**src/rtl/axi_rd_arb_pkg.sv**
```systemverilog
// Shared types and AXI constants for the read-channel arbiter.
// Consumed by axi_rd_arbiter and rr_arb2.
package axi_rd_arb_pkg;

  typedef enum logic [1:0] {
    IDLE,
    ADDR,
    DATA
  } state_e;

  typedef enum logic {
    M0,
    M1
  } owner_e;

  localparam logic [1:0] AXI_BURST_INCR = 2'b01;
  localparam logic [2:0] AXI_SIZE_4B    = 3'b010;
  localparam logic [1:0] AXI_RESP_OKAY  = 2'b00;
  localparam logic [3:0] AXI_CACHE_MOD  = 4'b0011;
  localparam logic [2:0] AXI_PROT_INSN  = 3'b100;
  localparam logic [2:0] AXI_PROT_DATA  = 3'b000;

endpackage

```
**src/rtl/axi_rd_arbiter_rr_arb2.sv**
```systemverilog
// Two-way round-robin arbiter: a tie goes to the requester
// that did not win last time.
module rr_arb2
  import axi_rd_arb_pkg::*;
(
  input  logic [1:0] req,
  input  logic       en,
  input  owner_e     last_grant,
  output logic [1:0] gnt
);

  always_comb begin
    gnt = 2'b00;
    if (en) begin
      unique case (req)
        2'b01:   gnt = 2'b01;
        2'b10:   gnt = 2'b10;
        2'b11:   gnt = (last_grant == M1) ? 2'b01 : 2'b10;
        default: gnt = 2'b00;
      endcase
    end
  end

endmodule

```
**src/rtl/axi_rd_arbiter.sv**
```systemverilog
// Shares one AXI4 read master between fetch (m0) and LSU (m1).
// Optional watchdog: define AXI_RD_ARB_TIMEOUT_EN.
module axi_rd_arbiter
  import axi_rd_arb_pkg::*;
#(
  parameter int ADDR_W      = 32,
  parameter int DATA_W      = 32,
  parameter int ID_W        = 4,
  parameter int M0_ID       = 0,
  parameter int M1_ID       = 1,
  parameter int TIMEOUT_CYC = 256
) (
  input  logic              clk,
  input  logic              rst_n,
  input  logic              m0_req_valid,
  output logic              m0_req_ready,
  input  logic [ADDR_W-1:0] m0_req_addr,
  input  logic [7:0]        m0_req_len,
  output logic              m0_rsp_valid,
  output logic [DATA_W-1:0] m0_rsp_data,
  output logic              m0_rsp_err,
  output logic              m0_rsp_last,
  input  logic              m1_req_valid,
  output logic              m1_req_ready,
  input  logic [ADDR_W-1:0] m1_req_addr,
  input  logic [7:0]        m1_req_len,
  output logic              m1_rsp_valid,
  output logic [DATA_W-1:0] m1_rsp_data,
  output logic              m1_rsp_err,
  output logic              m1_rsp_last,
  output logic [ID_W-1:0]   axi_arid,
  output logic [ADDR_W-1:0] axi_araddr,
  output logic [7:0]        axi_arlen,
  output logic [2:0]        axi_arsize,
  output logic [1:0]        axi_arburst,
  output logic              axi_arlock,
  output logic [3:0]        axi_arcache,
  output logic [2:0]        axi_arprot,
  output logic [3:0]        axi_arqos,
  output logic [3:0]        axi_arregion,
  output logic              axi_arvalid,
  input  logic              axi_arready,
  input  logic [ID_W-1:0]   axi_rid,
  input  logic [DATA_W-1:0] axi_rdata,
  input  logic [1:0]        axi_rresp,
  input  logic              axi_rlast,
  input  logic              axi_rvalid,
  output logic              axi_rready
);

  state_e            r_state;
  owner_e            r_owner;
  owner_e            r_last;
  logic [ID_W-1:0]   r_arid;
  logic [ADDR_W-1:0] r_araddr;
  logic [7:0]        r_arlen;
  logic [2:0]        r_arprot;
  logic              r_arvalid;
  logic [8:0]        r_beat;

  logic [1:0] w_gnt;
  logic       w_hs;
  logic       w_beat;
  logic       w_err;
  logic       w_tmo;
  logic       w_sel0;
  logic       w_sel1;
  logic       w_unused;

  rr_arb2 u_arb (
    .req        ({m1_req_valid, m0_req_valid}),
    .en         (r_state == IDLE),
    .last_grant (r_last),
    .gnt        (w_gnt)
  );

  assign w_hs   = r_arvalid & axi_arready;
  assign w_beat = (r_state == DATA) & axi_rvalid;
  assign w_sel0 = (r_owner == M0);
  assign w_sel1 = (r_owner == M1);

  // Beat counter is 9 bits so overrun past len stays distinguishable.
  assign w_err = (axi_rresp[1] != AXI_RESP_OKAY[1])
               | (axi_rid != r_arid)
               | (axi_rlast ? (r_beat != {1'b0, r_arlen})
                            : (r_beat >= {1'b0, r_arlen}));

`ifdef AXI_RD_ARB_TIMEOUT_EN
  localparam int TMO_W = $clog2(TIMEOUT_CYC + 1);
  logic [TMO_W-1:0] r_tmo;

  assign w_tmo = (r_state != IDLE) & ~w_hs & ~w_beat
               & (r_tmo == TMO_W'(TIMEOUT_CYC));
  assign w_unused = axi_rresp[0];

  always_ff @(posedge clk or negedge rst_n) begin
    if (!rst_n) begin
      r_tmo <= '0;
    end else if ((r_state == IDLE) | w_hs | w_beat) begin
      r_tmo <= '0;
    end else if (!w_tmo) begin
      r_tmo <= r_tmo + 1'b1;
    end
  end
`else
  assign w_tmo    = 1'b0;
  assign w_unused = axi_rresp[0] ^ (TIMEOUT_CYC != 0);
`endif

  always_ff @(posedge clk or negedge rst_n) begin
    if (!rst_n) begin
      r_state   <= IDLE;
      r_owner   <= M0;
      r_last    <= M1;
      r_arid    <= '0;
      r_araddr  <= '0;
      r_arlen   <= '0;
      r_arprot  <= '0;
      r_arvalid <= 1'b0;
      r_beat    <= '0;
    end else begin
      unique case (r_state)
        IDLE: begin
          r_beat <= '0;
          if (|w_gnt) begin
            r_owner   <= w_gnt[1] ? M1 : M0;
            r_last    <= w_gnt[1] ? M1 : M0;
            r_arid    <= w_gnt[1] ? ID_W'(M1_ID) : ID_W'(M0_ID);
            r_araddr  <= w_gnt[1] ? m1_req_addr : m0_req_addr;
            r_arlen   <= w_gnt[1] ? m1_req_len : m0_req_len;
            r_arprot  <= w_gnt[1] ? AXI_PROT_DATA : AXI_PROT_INSN;
            r_arvalid <= 1'b1;
            r_state   <= ADDR;
          end
        end
        ADDR: begin
          if (w_hs) begin
            r_arvalid <= 1'b0;
            r_state   <= DATA;
          end else if (w_tmo) begin
            r_arvalid <= 1'b0;
            r_state   <= IDLE;
          end
        end
        DATA: begin
          if (w_beat) begin
            if (r_beat != '1) r_beat <= r_beat + 1'b1;
            if (axi_rlast) r_state <= IDLE;
          end else if (w_tmo) begin
            r_state <= IDLE;
          end
        end
        default: r_state <= IDLE;
      endcase
    end
  end

  assign m0_req_ready = rst_n & w_gnt[0];
  assign m1_req_ready = rst_n & w_gnt[1];

  assign m0_rsp_valid = w_sel0 & (w_beat | w_tmo);
  assign m0_rsp_data  = (w_sel0 & w_beat) ? axi_rdata : '0;
  assign m0_rsp_err   = w_sel0 & (w_tmo | (w_beat & w_err));
  assign m0_rsp_last  = w_sel0 & (w_tmo | (w_beat & axi_rlast));

  assign m1_rsp_valid = w_sel1 & (w_beat | w_tmo);
  assign m1_rsp_data  = (w_sel1 & w_beat) ? axi_rdata : '0;
  assign m1_rsp_err   = w_sel1 & (w_tmo | (w_beat & w_err));
  assign m1_rsp_last  = w_sel1 & (w_tmo | (w_beat & axi_rlast));

  assign axi_arid     = r_arid;
  assign axi_araddr   = r_araddr;
  assign axi_arlen    = r_arlen;
  assign axi_arprot   = r_arprot;
  assign axi_arvalid  = r_arvalid;
  assign axi_arsize   = AXI_SIZE_4B;
  assign axi_arburst  = AXI_BURST_INCR;
  assign axi_arlock   = 1'b0;
  assign axi_arcache  = AXI_CACHE_MOD;
  assign axi_arqos    = 4'b0;
  assign axi_arregion = 4'b0;
  assign axi_rready   = (r_state == DATA);

endmodule
```
**config.mk**
```make
export PLATFORM = sky130hd
export DESIGN_NAME = axi_rd_arbiter
export DESIGN_NICKNAME = d
export VERILOG_FILES = /design/src/rtl/axi_rd_arb_pkg.sv /design/src/rtl/axi_rd_arbiter_rr_arb2.sv /design/src/rtl/axi_rd_arbiter.sv
export SDC_FILE = /design/constraint.sdc
export NUM_CORES = 1
export LEC_CHECK = 0
export CAP_MARGIN = 20
export CORE_MARGIN = 4
export CORE_UTILIZATION = 31
export DETAILED_ROUTE_END_ITERATION = 8
export MAX_ROUTING_LAYER = met4
export PLACE_DENSITY = 0.78
export REMOVE_ABC_BUFFERS = 1
export SLEW_MARGIN = 20
export SYNTH_ARGS = -nofsm -noshare
export SYNTH_HDL_FRONTEND = slang
export SYNTH_SLANG_ARGS = --single-unit
```
**constraint.sdc**
```tcl
create_clock -name clk -period 2 [get_ports clk]
set_input_delay 0.5 -clock clk [delete_from_list [all_inputs] [get_ports clk]]
set_output_delay 0.5 -clock clk [all_outputs]
set_load 0.03 [all_outputs]
```
## Yosys cells after proc, flatten, opt, wreduce, memory -nomap -nowiden

Index checks and enable logic that the tools add are counted.

| cells by class | value |
|---|---|
| add/subtract/negate cells | 1 |
| $lt $le $gt $ge | 1 |
| equal/unequal tests | 13 |
| muxes and demuxes | 22 |
| bitwise logic cells | 15 |
| reduce and logical (&&, ||, !) cells | 8 |

Operators with widths:

| operator | number |
|---|---|
| $mux W32 | 3 |
| $mux W9 | 2 |
| $pmux W9 S2 | 1 |
| $and A1 B1 Y1 | 12 |
| $mux W2 | 6 |
| $pmux W2 S3 | 2 |
| $add A9 B1 Y9 const B | 1 |
| $ge A9 B8 Y1 | 1 |
| $ne A9 B8 Y1 | 1 |
| $ne A9 B9 Y1 const B | 1 |
| $mux W8 | 1 |
| $eq A2 B2 Y1 const B | 3 |
| $ne A2 B2 Y1 const B | 3 |
| $reduce_and A3 Y1 | 2 |
| $mux W1 | 5 |
| $eq A2 B1 Y1 const B | 2 |
| $ne A2 B1 Y1 const B | 2 |
| $ne A4 B4 Y1 | 1 |
| $reduce_and A4 Y1 | 1 |
| $reduce_bool A2 Y1 | 2 |
| $mux W3 | 1 |
| $logic_not A2 Y1 | 1 |
| $or A1 B1 Y1 | 2 |
| $pmux W1 S2 | 1 |
| other kinds (3) | 3 |

| storage, ports and cells | value |
|---|---|
| register bits | 61 |
| word-level logic and storage cells | 69 |

## Logic depth before layout (Yosys ltp)

Gate-level depths: netlist (run 1).

| logic depth | value |
|---|---|
| word-level depth | 6 |
| gate-level depth with buffers | 9 |

## By module

Synthesis (run 1) repeated with hierarchy kept, for this count alone.

| unflattened totals | value |
|---|---|
| cells, all modules | 415 |
| area, all modules | 3525.9 µm² |

Modules (own cells, without submodules):

| module | instances | cells an instance | area each (µm²) |
|---|---|---|---|
| axi_rd_arbiter | 1 | 410 | 3504.6 |
| rr_arb2 | 1 | 5 | 21.3 |

## Worst setup path before layout (run 1)

OpenSTA, ideal clock, no wires.

| path | value |
|---|---|
| path type | flip-flop to output port |
| start point | register r_arlen[6] (netlist: axi_arlen[6]) |
| end point | output m0_rsp_err |
| data arrival time | 1685 ps |
| data required time | 1500 ps |
| path slack | -185 ps |
| stages on the path, launching flop included | 8 |
| buffers on the path | 0 |
| path through | dfrtp_1 > inv_1 > ha_1 > and3_1 > nor3b_1 > o31ai_1 > nand4_1 > and3_1 |

| between the ends | value |
|---|---|
| cells in the longest elaborated chain, start to end | 5 |
| elaborated cells on any way between the ends | 6 |
| classes of those cells | 1 x order compare; 1 x eq/ne; 1 x mux; 3 x bitwise |

RTL lines:

| item | line | text |
|---|---|---|
| start: declaration | axi_rd_arbiter.sv:56 | `logic [7:0] r_arlen;` |
| start signal: assignment | axi_rd_arbiter.sv:130 | `r_arlen <= w_gnt[1] ? m1_req_len : m0_req_len;` |
| $ge A9 B8 Y1 / $ne A9 B8 Y1 (equally long branches) | axi_rd_arbiter.sv:86, axi_rd_arbiter.sv:85 |  |
| $mux W1 (*) | axi_rd_arbiter.sv:85 | `\| (axi_rlast ? (r_beat != {1'b0, r_arlen})` |
| $or A1 B1 Y1 (*) | axi_rd_arbiter.sv:85 |  |
| $and A1 B1 Y1 (*) (2 in a row) | axi_rd_arbiter.sv:163 | `assign m0_rsp_err = w_sel0 & (w_tmo \| (w_beat & w_err));` |
| end: declaration | axi_rd_arbiter.sv:21 | `output logic m0_rsp_err,` |

Every way passes the cells marked *; elsewhere a longest branch is shown, timed or not.

## Worst setup path in the final report (run 1)

| path | value |
|---|---|
| start point | register r_beat[6] |
| end point | output m1_rsp_err |

| between the ends | value |
|---|---|
| cells in the longest elaborated chain, start to end | 5 |
| elaborated cells on any way between the ends | 6 |
| classes of those cells | 1 x order compare; 1 x eq/ne; 1 x mux; 3 x bitwise |

RTL lines:

| item | line | text |
|---|---|---|
| start: declaration | axi_rd_arbiter.sv:59 | `logic [8:0] r_beat;` |
| start signal: assignment | axi_rd_arbiter.sv:147 | `if (r_beat != '1) r_beat <= r_beat + 1'b1;` |
| $ge A9 B8 Y1 / $ne A9 B8 Y1 (equally long branches) | axi_rd_arbiter.sv:86, axi_rd_arbiter.sv:85 |  |
| $mux W1 (*) | axi_rd_arbiter.sv:85 |  |
| $or A1 B1 Y1 (*) | axi_rd_arbiter.sv:85 |  |
| $and A1 B1 Y1 (*) (2 in a row) | axi_rd_arbiter.sv:168 | `assign m1_rsp_err = w_sel1 & (w_tmo \| (w_beat & w_err));` |
| end: declaration | axi_rd_arbiter.sv:29 | `output logic m1_rsp_err,` |

Marks and branches as above.

==> metrics, run 1 <==
Final Hold Vio Count 0; final setup margin -0.570 ns; Worst-Skew Late Latency between 0.3 and 0.4 ns; Avg Synthesized Cell Area a little over 8 um^2; IO Port Bufs roughly 240; unrepaired setup endpoints after global routing yes; clk sinks 55; Synth Cell Area around 3500 um^2; proportion of layout cells with a drive suffix above 1 0.361; first-pass detailed-route iteration total 7; Clock Path Buffers 2; skew final around 0.011 ns; crit end category primary output; HP Class input port to async pin; Slowest cell on crit path dfrtp_1; Total Wirelength approximately 17000 um; IO Pins ~260; first-pass GRT wire length 24300 um; part of the power in registers 0.269; post-route cell area roughly 7300 um^2; endpoints failing setup between 70 and 80; Hold-fix buffers, CTS 0; Seq cells post-synth 55; vias ~4300; antenna viol nets, final 0; worst vdd ir 682 uV; Clock transition at path regs around 0.11 ns; CP Data Arrival Time 2.07 ns; ANT cells 0; kind of critical path flop to primary output; dpl cell area 6190 um^2; max-cap check violation count 0; Peak Freq around 400 MHz; combinational share of power 0.626; Final period util 1.28; routed wire length per instance slightly below 20 um; DRT iter0 DRCs approximately 210; Startpoint Class flop; Unique masters post-synth 35; Most used DFF post-synth dfrtp_1; clock share of power 0.105; GRT overflow 0; core area approximately 11000 um^2; register area share after synthesis 0.398; synth warn 0; Final Critical Period 2.57 ns; DP HPWL 11200 um; nets@finish between 800 and 900; Root Driver clkbuf_8; initial antenna violation count 0; Switch Pwr 3.15 mW; critical path required time around 1.5 ns; GPL Wtd Cong 0.912; die width 114 um; failing checks setup timing; Switching Fraction 0.439; crit-path max cell delay about 0.43 ns; cell with the most instances after synthesis nand2_1; Yosys top cell area share 0.390; synthesis-to-layout area growth 112%; Vias per Instance 4.93; H-Tree Level Count 2; synthesized instance count 429; die height roughly 110 um; Overall Global Routing Usage 0.247; Max Transition Viols Final 0; largest cells by area after synthesis dfrtp_1 39%, and2_1 12%, nand2_1 9.8%; outcome complete, but fails checks; TritonCTS Buffers 5; DRC 0; Post-synth top cells 90 x nand2_1, 68 x and2_1, 54 x dfrtp_1; Cell Pwr Density roughly 980 nW/um^2; leading area contributor after synthesis dfrtp_1; TNS Setup -17.64 ns; largest net degree at the start of global routing 45; num rows 38; CP cell instances ha_4 > and3_4 > nor3b_4 > o31ai_4 > nand4_1 > and3_4 > buf_12; Crit path top cell by count and3_4; starting density of the core 0.318; die area 12900 um^2; CTS tree built; EDFF count, synth 0; internal power contribution between 4 and 5 mW; CP max FO 3; Pleak between 3 and 4 nW; asr flop ratio synth 1.00; vias in the first global route roughly 4400
-- layer usage --
layer	vias up	GRT usage	part of all wire	routed length (um)
li1	1952	-	-	-
met4	0	0.117	0.044	744
met5	-	-	0	0
met1	1995	0.242	0.34	5640
met3	51	0.0589	0.085	1440
met2	253	0.457	0.54	9000
-- cell usage in the layout, fill, tap and decap left out, types with 6 or more instances in the layout --
cell type,count
a21oi_1,6
a22oi_1,9
a31oi_1,32
and2_4,68
and3_4,6
buf_12,26
buf_4,43
buf_6,70
buf_8,6
clkdlybuf4s50_1,151
conb_1,23
dfrtp_1,52
dlymetal6s2s_1,7
inv_1,8
nand2_1,89
nand3_1,6
nor2_1,43
xor2_1,6
-- what timing repair did --
item,in CTS,in global routing
pin swaps,38,16
endpoints found under the setup margin,77,87
buffers inserted,15,9
gates resized for setup,169,44
gates cloned,9,0
-- worst max-delay path: cells and delay by family (launching register included) --
kind / cells / cell delay [ns]
compound gates: 1 / 0.12
fa+ha+maj: 1 / 0.29
buf+inv: 1 / 0.12
flops: 1 / 0.43
simple gates: 4 / 0.81
-- cell families (layout without fill, tap and decap cells) --
family                     after synthesis  after routing  share of synthesized area
buffers and inverters                   61            334                      0.104
AOI/OAI and AO/OA                       57             57                      0.106
adders and majority gates               10             10                     0.0362
DFF                                     55             55                      0.398
and+or+nand+nor                        237            237                      0.335
other                                    2             23                    0.00217
xor gates and xnor gates                 7              7                     0.0177
-- layout make-up --
class                           instances  area (um^2)
Tap cell                              140          175
Fill cell                             758         3550
Sequential cell                        55         1380
Inverter                               12         45.0
Clock buffer                            5         68.8
Clock inverter                          2         41.3
Timing Repair Buffer                  315         3480
Multi-Input combinational cell        334         2150
-- final timing paths --
kind | startpoint | end | slack [ns] | cells after the start
hold reg to reg | axi_araddr[0] | axi_araddr[0] | 0.50 | 2
max in group asynchronous | rst_n | axi_araddr[28] | 1.45 | 2
setup reg to reg | r_beat[1] | r_beat[6] | -0.03 | 12
setup / recovery | r_beat[6] | m1_rsp_err | -0.57 | 7
hold / removal | rst_n | axi_arid[0] | 0.24 | 2
min in group clk | axi_araddr[0] | axi_araddr[0] | 0.50 | 2
-- metrics by stage --
stage	worst slack, ns	std cells	hold slack (ns)	power [mW]	util
after detailed placement	-0.738	825	0.472	5.99	0.569
after global placement	-0.727	825	0.461	5.88	0.569
after global routing	-0.627	863	0.266	7.57	0.674
after floorplan	-0.576	401	0.204	3.98	-
final	-0.570	863	0.244	7.17	0.674
after CTS	-0.514	856	0.239	7.02	0.657
-- power by group through the flow --
stage	Combinational, mW	Clock, mW	Sequential (mW)
floorplan	1.17	0	2.81
global route	4.77	0.816	1.99
detailed placement	4.07	0	1.92
CTS	4.32	0.789	1.91
global placement	3.98	0	1.90
finish	4.49	0.756	1.93
-- flip-flops by register name, summed over array words and instances, names as in the netlist --
name / cells
axi_araddr: 32
axi_arprot: 1
r_state: 2
axi_arid: 1
r_beat: 9
r_last: 1
axi_arvalid: 1
axi_arlen: 8
No activity file was read; power rests on OpenSTA's default activity.
==> run 2: changes to the inputs <==
Settings changed: CORE_UTILIZATION 31 to 34, GPL_TIMING_DRIVEN set to 0, PLACE_DENSITY 0.78 to 0.81.
Clock period 2 ns to 2.6 ns, I/O delays scaled along.
==> run 2 against run 1 <==
The flow still finishes with violations (setup timing). Routed wire length fell by 14%. Total power fell by 27%. Worst setup slack improved by 0.50 ns. Clock power fell by 21%. Core utilization fell by 6.9 points. Flip-flop and latch count did not move. Critical path depth fell by 1.
==> metrics, run 2 (same netlist as run 1, synthesis figures left out) <==
Final period util 1.03; Pleak around 2.8 nW; CP cell instances buf_6 > or4_4 > nor3_4 > nand4_1 > and3_4 > buf_6; Reg-to-Reg End r_beat[4]; register area 1380 um^2; first-pass GRT wire length ~21000 um; initial antenna violation count 2; CTS tree built; Peak Freq ~370 MHz; final setup margin -0.0685 ns; commonest non-fill, non-tap cell in the layout clkdlybuf4s50_1; die width around 110 um; worst vdd ir 734 uV; Final Hold Vio Count 0; unrepaired setup endpoints after global routing yes; DP HPWL between 10000 and 15000 um; CP bufs+invs 2; cell family contributing the most delay on the critical path simple AND/OR/NAND/NOR gates; most frequent cells in the layout 160 x clkdlybuf4s50_1, 89 x nand2_1, 68 x and2_1, 51 x dfrtp_1, 45 x clkbuf_2; Worst R2R Path Depth 10; DRT iter0 DRCs ~180; outcome complete, but fails checks; max-cap check violation count 0; final hold slack ~0.38 ns; failing checks setup timing; Max Transition Viols Final 0; Final Critical Period around 2.7 ns; HP Class input port to async pin; routed wire length per instance 17.8 um; endpoints failing setup 2; H-Tree Level Count 2; Root Driver clkbuf_8; CP Data Arrival Time a little over 2 ns; starting density of the core 0.351; Cell Pwr Density between 800 and 900 nW/um^2; synthesis-to-layout area growth 72.3%; die area around 12000 um^2; Worst-Skew Late Latency 0.32 ns; Overall Global Routing Usage 0.239; Non-Filler Instances roughly 800; placed insts 775; slew at the pin closest to its max-slew limit ~0.71 ns; Clock Path Buffers 2; GRT overflow 0; clk sinks between 50 and 60; Hold-fix buffers, CTS 0; Slowest cell on crit path or4_4; Clock transition at path regs about 0.11 ns; DRC 0; Vias per Instance about 4.8; kind of critical path input port to primary output; Startpoint Class input port; skew final about 0.018 ns; proportion of layout cells with a drive suffix above 1 0.193; CP max FO 2; vias 3913; TNS Setup -0.130 ns; R2R setup slack 0.35 ns; max reg flops 32; Max-Slew Margin vs Limit 0.524; core area 9860 um^2; IO Port Bufs 239; TritonCTS Buffers 5; first-pass detailed-route iteration total 4; crit-path max cell delay about 0.54 ns; largest net degree at the start of global routing 58; Total Wirelength 14400 um; FF-to-FF Start r_beat[3]; vias in the first global route approximately 4000; IO Pins around 260; die height approximately 110 um; nets@finish around 800; antenna viol nets, final 0; # fillers 860; crit end category primary output; multi-input gate area in the final layout between 1500 and 2000 um^2; num rows 36; Crit path top cell by count buf_6; critical path required time between 1.5 and 2 ns; dpl ws -1.16 ns; GPL Wtd Cong roughly 0.86
-- run 2: changes by cell type in the layout (fill, tap and decap cells not counted), moves of 19 or more --
| cell | delta |
|---|---|
| and2_1 | +68 |
| and2_4 | -68 |
| buf_12 | -23 |
| buf_2 | +19 |
| buf_4 | -22 |
| buf_6 | -67 |
| clkbuf_2 | +44 |
-- run 2: metrics by stage --
step / instance area, um^2 / power (mW) / util
floorplan: 3220 / 3.06 / -
CTS: 6130 / 5.15 / 0.622
global placement: 5780 / 4.29 / 0.586
global route: 5960 / 5.54 / 0.605
finish: 5960 / 5.21 / 0.605
detailed placement: 5830 / 4.41 / 0.591
-- run 2: where the power goes --
group          switching [mW]  total, mW  internal, mW
Sequential              0.265       1.50          1.24
Combinational            1.77       3.12          1.34
Clock                   0.306      0.595         0.289
Total                    2.35       5.21          2.87
-- run 2: worst max path at each step --
stage	from	to	slack (ns)	cells after the start
finish	axi_rid[2]	m1_rsp_err	-0.07	6
global route	axi_arlen[2]	m1_rsp_err	-0.13	8
CTS	axi_arlen[7]	m0_rsp_err	-0.12	8
detailed placement	axi_rvalid	m0_rsp_err	-1.16	5
global placement	rst_n	m1_req_ready	-2.01	3
floorplan	r_state[0]	m0_req_ready	-0.13	3
-- run 2: layout make-up --
type,count,share of cell area
Timing Repair Buffer,264,0.391
Multi-Input combinational cell,336,0.322
Sequential cell,55,0.232
Tap cell,133,0.0279
Clock buffer,5,0.0115
Inverter,12,0.00755
Clock inverter,2,0.00692
Antenna cell,2,0.000839
-- run 2: timing repair --
| item | in CTS | in global routing |
|---|---|---|
| pin swaps | 11 | 6 |
| cloned | 3 | 0 |
| endpoints found under the setup margin | 72 | 70 |
| setup buffers | 12 | 10 |
| gates resized for setup | 175 | 116 |
-- run 2: per-layer routing --
| metal | vias up | track usage | wire length (um) |
|---|---|---|---|
| met5 | - | - | 0 |
| met4 | 0 | 0.0857 | 412 |
| met3 | 23 | 0.0705 | 1390 |
| met2 | 200 | 0.436 | 7510 |
| met1 | 1838 | 0.241 | 5100 |
| li1 | 1852 | - | - |
